File: src/rtl/fir_pkg.sv
// Shared definitions for the FIR sample transmitter: state encoding and default widths.
// Latency: n/a (types and constants only).
// Backpressure: n/a.
package fir_pkg;

  localparam int FIR_DATA_W = 16;
  localparam int FIR_LEN_W  = 16;

  typedef enum logic {
    ST_IDLE   = 1'b0,
    ST_STREAM = 1'b1
  } fir_state_e;

endpackage

File: src/rtl/fir_sync_fifo.sv
// Single-clock sample FIFO with explicit occupancy counter and free-running wrapping pointers.
// Latency: a push is visible at the read side on the next cycle; read data is combinational.
// Backpressure: push ignored when full (even with a same-cycle pop); pop ignored when empty.
module fir_sync_fifo #(
  parameter int DATA_WIDTH = 16,
  parameter int DEPTH      = 32
) (
  input  logic                    aclk,
  input  logic                    rst_ni,
  input  logic                    push,
  input  logic [DATA_WIDTH-1:0]   push_dat,
  input  logic                    pop,
  output logic [DATA_WIDTH-1:0]   pop_dat,
  output logic                    full,
  output logic                    empty,
  output logic [$clog2(DEPTH):0]  level
);

  localparam int AW = $clog2(DEPTH);
  localparam logic [AW-1:0] PTR_ONE  = {{(AW-1){1'b0}}, 1'b1};
  localparam logic [AW:0]   LVL_ONE  = {{AW{1'b0}}, 1'b1};
  localparam logic [AW:0]   LVL_FULL = (AW+1)'(DEPTH);

  logic [DATA_WIDTH-1:0] r_mem [DEPTH];
  logic [AW-1:0]         r_wr_ptr;
  logic [AW-1:0]         r_rd_ptr;
  logic [AW:0]           r_level;
  logic                  w_push;
  logic                  w_pop;

  assign full    = (r_level == LVL_FULL);
  assign empty   = (r_level == '0);
  assign level   = r_level;
  assign pop_dat = r_mem[r_rd_ptr];
  assign w_push  = push & ~full;
  assign w_pop   = pop & ~empty;

  // Storage array; no reset needed since occupancy gates every read.
  always_ff @(posedge aclk) begin
    if (w_push) begin
      r_mem[r_wr_ptr] <= push_dat;
    end
  end

  // Pointers wrap on their own width; occupancy counter decides full/empty.
  always_ff @(posedge aclk or negedge rst_ni) begin
    if (!rst_ni) begin
      r_wr_ptr <= '0;
      r_rd_ptr <= '0;
      r_level  <= '0;
    end else begin
      if (w_push) r_wr_ptr <= r_wr_ptr + PTR_ONE;
      if (w_pop)  r_rd_ptr <= r_rd_ptr + PTR_ONE;
      case ({w_push, w_pop})
        2'b10:   r_level <= r_level + LVL_ONE;
        2'b01:   r_level <= r_level - LVL_ONE;
        default: r_level <= r_level;
      endcase
    end
  end

endmodule

File: src/rtl/fir_sample_tx.sv
// AXI-Stream framer feeding FIR samples: FIFO + one output register, tlast every len_q beats.
// Latency: write in cycle N -> tvalid in cycle N+2 while streaming; one bubble after each tlast.
// Backpressure: tdata/tlast held until tready; wr_ready_o drops when FIFO full. FIR_TX_UNDERRUN_EN adds a starvation counter.
module fir_sample_tx
  import fir_pkg::*;
#(
  parameter int DATA_WIDTH = FIR_DATA_W,
  parameter int FIFO_DEPTH = 32,
  parameter int LEN_WIDTH  = FIR_LEN_W
) (
  input  logic                          aclk,
  input  logic                          rst_ni,
  input  logic [DATA_WIDTH-1:0]         wr_data_i,
  input  logic                          wr_valid_i,
  output logic                          wr_ready_o,
  input  logic [LEN_WIDTH-1:0]          frame_len_i,
  input  logic                          enable_i,
  output logic [DATA_WIDTH-1:0]         m_axis_tdata,
  output logic                          m_axis_tvalid,
  output logic                          m_axis_tlast,
  input  logic                          m_axis_tready,
  output logic                          busy_o,
  output logic                          frame_done_o,
  output logic [$clog2(FIFO_DEPTH):0]   fifo_level_o,
  output logic [15:0]                   underrun_cnt_o
);

  localparam logic [LEN_WIDTH-1:0] LEN_ONE = {{(LEN_WIDTH-1){1'b0}}, 1'b1};

  fir_state_e             r_state;
  fir_state_e             w_state_nxt;
  logic                   w_latch_len;
  logic [LEN_WIDTH-1:0]   r_len;
  logic [LEN_WIDTH-1:0]   r_beat_cnt;
  logic [LEN_WIDTH-1:0]   w_len_in;
  logic                   r_tvalid;
  logic                   r_tlast;
  logic [DATA_WIDTH-1:0]  r_tdata;
  logic                   r_rst_done;
  logic                   w_fifo_full;
  logic                   w_fifo_empty;
  logic [DATA_WIDTH-1:0]  w_fifo_dat;
  logic                   w_hs;
  logic                   w_last_hs;
  logic                   w_out_free;
  logic                   w_last_pending;
  logic                   w_load;
  logic                   w_beat_last;

  fir_sync_fifo #(
    .DATA_WIDTH (DATA_WIDTH),
    .DEPTH      (FIFO_DEPTH)
  ) u_fifo (
    .aclk     (aclk),
    .rst_ni   (rst_ni),
    .push     (wr_valid_i & wr_ready_o),
    .push_dat (wr_data_i),
    .pop      (w_load),
    .pop_dat  (w_fifo_dat),
    .full     (w_fifo_full),
    .empty    (w_fifo_empty),
    .level    (fifo_level_o)
  );

  // A zero length means a single-beat frame.
  assign w_len_in       = (frame_len_i == '0) ? LEN_ONE : frame_len_i;
  assign w_hs           = r_tvalid & m_axis_tready;
  assign w_last_hs      = w_hs & r_tlast;
  assign w_out_free     = ~r_tvalid | w_hs;
  // Once the closing beat is loaded nothing else enters until it has been taken.
  assign w_last_pending = r_tvalid & r_tlast;
  assign w_load         = (r_state == ST_STREAM) & ~w_fifo_empty & w_out_free & ~w_last_pending;
  assign w_beat_last    = (r_beat_cnt == r_len - LEN_ONE);

  assign wr_ready_o    = ~w_fifo_full & r_rst_done;
  assign m_axis_tdata  = r_tdata;
  assign m_axis_tvalid = r_tvalid;
  assign m_axis_tlast  = r_tlast;
  assign busy_o        = (r_state == ST_STREAM);
  assign frame_done_o  = w_last_hs;

  // Keep wr_ready_o low while reset is held, high from the first clock afterwards.
  always_ff @(posedge aclk or negedge rst_ni) begin
    if (!rst_ni) r_rst_done <= 1'b0;
    else         r_rst_done <= 1'b1;
  end

  // State register.
  always_ff @(posedge aclk or negedge rst_ni) begin
    if (!rst_ni) r_state <= ST_IDLE;
    else         r_state <= w_state_nxt;
  end

  // Next state: frames only end on the tlast handshake; enable decides whether another follows.
  always_comb begin
    w_state_nxt = r_state;
    w_latch_len = 1'b0;
    case (r_state)
      ST_IDLE: begin
        if (enable_i) begin
          w_state_nxt = ST_STREAM;
          w_latch_len = 1'b1;
        end
      end
      ST_STREAM: begin
        if (w_last_hs) begin
          w_latch_len = enable_i;
          if (!enable_i) w_state_nxt = ST_IDLE;
        end
      end
      default: w_state_nxt = ST_IDLE;
    endcase
  end

  // Frame length snapshot and beat counter; the counter stalls while the FIFO is starved.
  always_ff @(posedge aclk or negedge rst_ni) begin
    if (!rst_ni) begin
      r_len      <= LEN_ONE;
      r_beat_cnt <= '0;
    end else begin
      if (w_latch_len) r_len <= w_len_in;
      if (w_latch_len || w_last_hs) r_beat_cnt <= '0;
      else if (w_load)              r_beat_cnt <= r_beat_cnt + LEN_ONE;
    end
  end

  // Output register: refill on load, otherwise drop valid after a handshake.
  always_ff @(posedge aclk or negedge rst_ni) begin
    if (!rst_ni) begin
      r_tvalid <= 1'b0;
      r_tlast  <= 1'b0;
      r_tdata  <= '0;
    end else if (w_load) begin
      r_tvalid <= 1'b1;
      r_tlast  <= w_beat_last;
      r_tdata  <= w_fifo_dat;
    end else if (w_hs) begin
      r_tvalid <= 1'b0;
      r_tlast  <= 1'b0;
    end
  end

`ifdef FIR_TX_UNDERRUN_EN
  logic [15:0] r_underrun_cnt;
  logic        w_starve;

  // Mid-frame: a beat could have been loaded but the FIFO had nothing to give.
  assign w_starve = (r_state == ST_STREAM) & (r_beat_cnt != '0) & w_fifo_empty
                  & w_out_free & ~w_last_pending;

  // Saturating starvation counter, cleared only by reset.
  always_ff @(posedge aclk or negedge rst_ni) begin
    if (!rst_ni) r_underrun_cnt <= '0;
    else if (w_starve && (r_underrun_cnt != 16'hFFFF)) r_underrun_cnt <= r_underrun_cnt + 16'd1;
  end

  assign underrun_cnt_o = r_underrun_cnt;
`else
  assign underrun_cnt_o = '0;
`endif

endmodule

File: config.mk
export PLATFORM = sky130hd
export DESIGN_NAME = fir_sample_tx
export DESIGN_NICKNAME = d
export VERILOG_FILES = /design/src/rtl/fir_pkg.sv /design/src/rtl/fir_sync_fifo.sv /design/src/rtl/fir_sample_tx.sv
export SDC_FILE = /design/constraint.sdc
export NUM_CORES = 1
export LEC_CHECK = 0
export ABC_CLOCK_PERIOD_IN_PS = 3270
export CORE_ASPECT_RATIO = 0.75
export CORE_MARGIN = 2
export CORE_UTILIZATION = 35
export CTS_CLUSTER_SIZE = 14
export DETAILED_ROUTE_END_ITERATION = 16
export SYNTH_ARGS = -nofsm -noshare
export SYNTH_HDL_FRONTEND = slang
export SYNTH_HIERARCHICAL = 1
export SYNTH_SLANG_ARGS = --single-unit
export TNS_END_PERCENT = 20
File: constraint.sdc
create_clock -name aclk -period 3.27 [get_ports aclk]
set_input_delay 0.327 -clock aclk [delete_from_list [all_inputs] [get_ports aclk]]
set_output_delay 0.327 -clock aclk [all_outputs]
set_load 0.05 [all_outputs]
==> summary.txt <==
Power and ir drop
  • Seq pwr share: 40.6%
  • Pwr Density: around 830 mW/mm^2
  • Worst vdd ir: ~0.41 mV
  • Power Total: 22.62 mW
  • Pint: 15.30 mW
  • Leak: 9.164 nW
  • Sw Pwr: roughly 7.3 mW
  • Part of the power in the clock network: 27.6%
  • Logic gate share of total power: a little under a third
  • Switch share: 32.37%

Logic synthesis
  • Synth area leaders: edfxtp_1 66%, mux4_2 9.3%, dfrtp_1 7.2%, mux2i_1 2.8%, mux2_2 1.4%
  • Synthesis-stage register bit count: a little under 600
  • Warnings, synthesis: 6
  • Post-synthesis sequential area ratio: 73.14%
  • Top cells by count, synth: 512 x edfxtp_1, 96 x mux4_2, 67 x dfrtp_1
  • Predominant post-synthesis flop cell: edfxtp_1
  • Synthesized area: 0.02335 mm^2
  • Post-synth ARST share: 11.72%
  • Synth Area per Inst: ~19 um^2
  • Synthesized instance count: 1244
  • Synth top area share: roughly 66%
  • Number of synthesized flops with an enable pin: 512
  • Yosys top cell by area: edfxtp_1
  • Number of distinct library cells after synthesis: 66
  • Most common cell in the netlist: edfxtp_1

Drt
  • Antenna viol nets, final: 0
  • DR iter-0 viols: 1163
  • DRC: 0
  • Detailed-route via count: 12100
  • Post-DR wirelength/cell: 23.79 um
  • WL final: between 50000 and 60000 um
  • DR vias/cell: 5.239
  • Pre-antenna DRT Iters: 5

Timing
  • Worst-Margin Slew: 1.169 ns
  • Final hold vios: 0
  • Skew final: about 0.015 ns
  • Tmin final: about 3.2 ns
  • Fin crit share: 96.93%
  • Slew headroom: a little over a fifth
  • RSZ-0062 raised after global routing: false
  • Setup-failing EPs final: 0
  • FMAX: 315.5 MHz
  • Setup TNS: 0 ns
  • Max-slew violations: 0

Clock tree
  • CTS tree: built
  • # clock sinks: 580
  • Worst-path clk slew: 0.07 ns
  • Clock root buffer: clkbuf_16
  • H-tree depth: 2
  • CTS Buf Count: 55
  • CTS Buffer Depth: 3
  • Clk Latency, worst-skew pair: 0.60 ns

Critical path
  • Worst path slowest cell: or4_4
  • Critical Path Max Stage Delay: 0.55 ns
  • CP arrival: 3.65 ns
  • Startpoint types: flip-flop
  • Most common cell on crit path: ha_4
  • Critical path class: flip-flop to flip-flop
  • Crit Path Max Fanout: 6
  • CP Data Required Time: about 3.8 ns
  • Worst setup EP type: flip-flop
  • Ordered cell list for the critical path: or4_4, nand2b_4, nor2_4, nor2b_4, and2_1, o31a_1, inv_1, ha_4, ha_4, a211oi_4, nor4_1, or3b_1, xnor2_1

Die
  • Ports: 80
  • Die X: 302.3 um
  • Core area: 0.06557 mm^2
  • Die area: 0.06882 mm^2
  • Site Rows: just over 80
  • Die H: 227.7 um
  • Starting density of the core: roughly 36%

Worst hold path
  • Hold Path Class: primary input to flip-flop

Global routing
  • Grt total ovfl: 0
  • Pin count of the biggest net entering global routing: between 60 and 70
  • Total GRT Usage: ~16%
  • Vias in the first global route: 12000
  • Initial antenna violation count: 1
  • First-pass GRT wire length: 80470 um

Placed design
  • Routability Congestion: approximately 0.77
  • Port Buffers: between 60 and 70
  • Area after DPL: ~0.026 mm^2
  • Detailed placement HPWL: around 34000 um

Cells and area
  • Ratio of cells with drive above 1 in the final layout: 23.85%
  • Diodes inserted: 0
  • Final nets: 1444
  • Area growth syn-to-layout: 17.07%
  • Final instance area: 0.02734 mm^2
  • Final core occ: 41.69%

Run
  • Max_cap viols: 0

Run status
  • Status: completed
==> power by group through the flow <==
stage	Clock [mW]	Combinational, mW	Sequential [mW]
after global placement	0	7.08	9.31
after global routing	6.69	7.69	9.24
final	6.25	7.20	9.17
after CTS	6.38	7.20	9.18
after detailed placement	0	7.18	9.33
after floorplan	0	4.42	9.41
==> sequential cells by signal, indices dropped and copies added (netlist names), 5 cells and up <==
register / cells
u_fifo/r_mem: 512
m_axis_tdata: 16
r_beat_cnt: 16
r_len: 16
u_fifo/level: 6
u_fifo/r_rd_ptr: 5
u_fifo/r_wr_ptr: 5
==> routing by layer <==
layer / part of all wire, % / wire [um] / global-route usage [%] / vias up
li1: - / - / - / 5288
met2: 44 / 24330 / 23.49 / 400
met1: 46 / 25380 / 23.99 / 6337
met3: 7.9 / 4363 / 3.964 / 70
met4: 1.6 / 863 / 3.481 / 2
met5: 0.020 / 11 / 0 / -
==> layout make-up <==
type                       instances  area, um^2
clock buffer                      76        1538
clock inverter                    25       219.0
fill                            5755       38240
inverter                          14       52.55
multi-input combinational        582        5918
sequential                       580       17090
tap                              871        1090
timing repair buffer             161        1426
==> worst paths after layout <==
kind | start | to | slack [ns] | cells past startpoint
worst max-delay path | u_fifo/level[2] | u_fifo/level[5] | 0.10 | 13
worst min register to register | m_axis_tdata[13] | m_axis_tdata[13] | 0.51 | 1
min in group asynchronous | rst_ni | r_len[14] | 0.40 | 2
worst min-delay path | enable_i | busy_o | 0.33 | 2
max in group asynchronous | rst_ni | u_fifo/r_rd_ptr[0] | 2.10 | 2
worst max register to register | u_fifo/level[2] | u_fifo/level[5] | 0.10 | 13
==> repair_timing <==
action,in CTS,in global routing
gates resized for setup,0,4
endpoints found under the setup margin,0,2
endpoints found under the hold margin,67,0
hold buffers,1,0
setup buffers,0,1
==> layout by cell type (no fill, tap or decap), types with 5 or more instances in the layout <==
master           synthesis  routed
a21oi_1                 33      32
mux2_2                  30      30
o22ai_1                 15      15
buf_4                   22      92
a22oi_1                 16      16
clkinv_2                 0       9
nor2_1                  62      60
xnor2_1                 19      19
clkbuf_1                33      15
a22o_1                  16      16
o21ai_0                 13      12
nand4_1                  9       9
ha_1                    12       9
dfrtp_1                 67      59
conb_1                   2      17
nor4_1                  10      10
edfxtp_1               512     512
nand2b_1                10       8
clkbuf_16                0      57
nand3_1                  8       8
nand2_1                 25      25
mux4_2                  96      96
clkinv_1                 0      10
xor2_1                  26      26
o221ai_1                16      16
inv_1                   14      14
a2111oi_2               12      12
mux2i_1                 66      66
dfrtp_2                  0       6
clkdlybuf4s50_1          0      62
buf_12                   0       5
==> through the flow <==
stage | worst slack (ns) | instances | hold slack, ns
2_1_floorplan | -0.08165 | 1259 | 0.03141
3_3_place_gp | 0.1291 | 2206 | 0.5012
3_5_place_dp | 0.06547 | 2206 | 0.5047
4_1_cts | 0.03745 | 2308 | 0.3041
5_1_grt | 0.002672 | 2309 | 0.3602
6_report | 0.1004 | 2309 | 0.3295
==> critical path: cells and delay by family, from the launching register on <==
| family | cells | cell delay [ns] |
|---|---|---|
| adders and majority gates | 2 | 0.41 |
| buffers and inverters | 1 | 0.09 |
| xor gates and xnor gates | 1 | 0.14 |
| and+or+nand+nor | 7 | 1.55 |
| DFF | 1 | 0.42 |
| AOI/OAI and AO/OA | 2 | 0.42 |
==> cells by family (layout without fill, tap and decap cells) <==
group,Yosys count,in the layout,share of synthesized area [%]
buffers and inverters,97,276,2.277
AOI/OAI and AO/OA,152,152,4.946
DFF,580,580,73.14
muxes,193,193,13.58
adders and majority gates,13,13,0.7287
and+or+nand+nor,162,162,3.606
xor gates and xnor gates,45,45,1.688
other,2,17,0.03216
(Power assumes the default switching activity.)
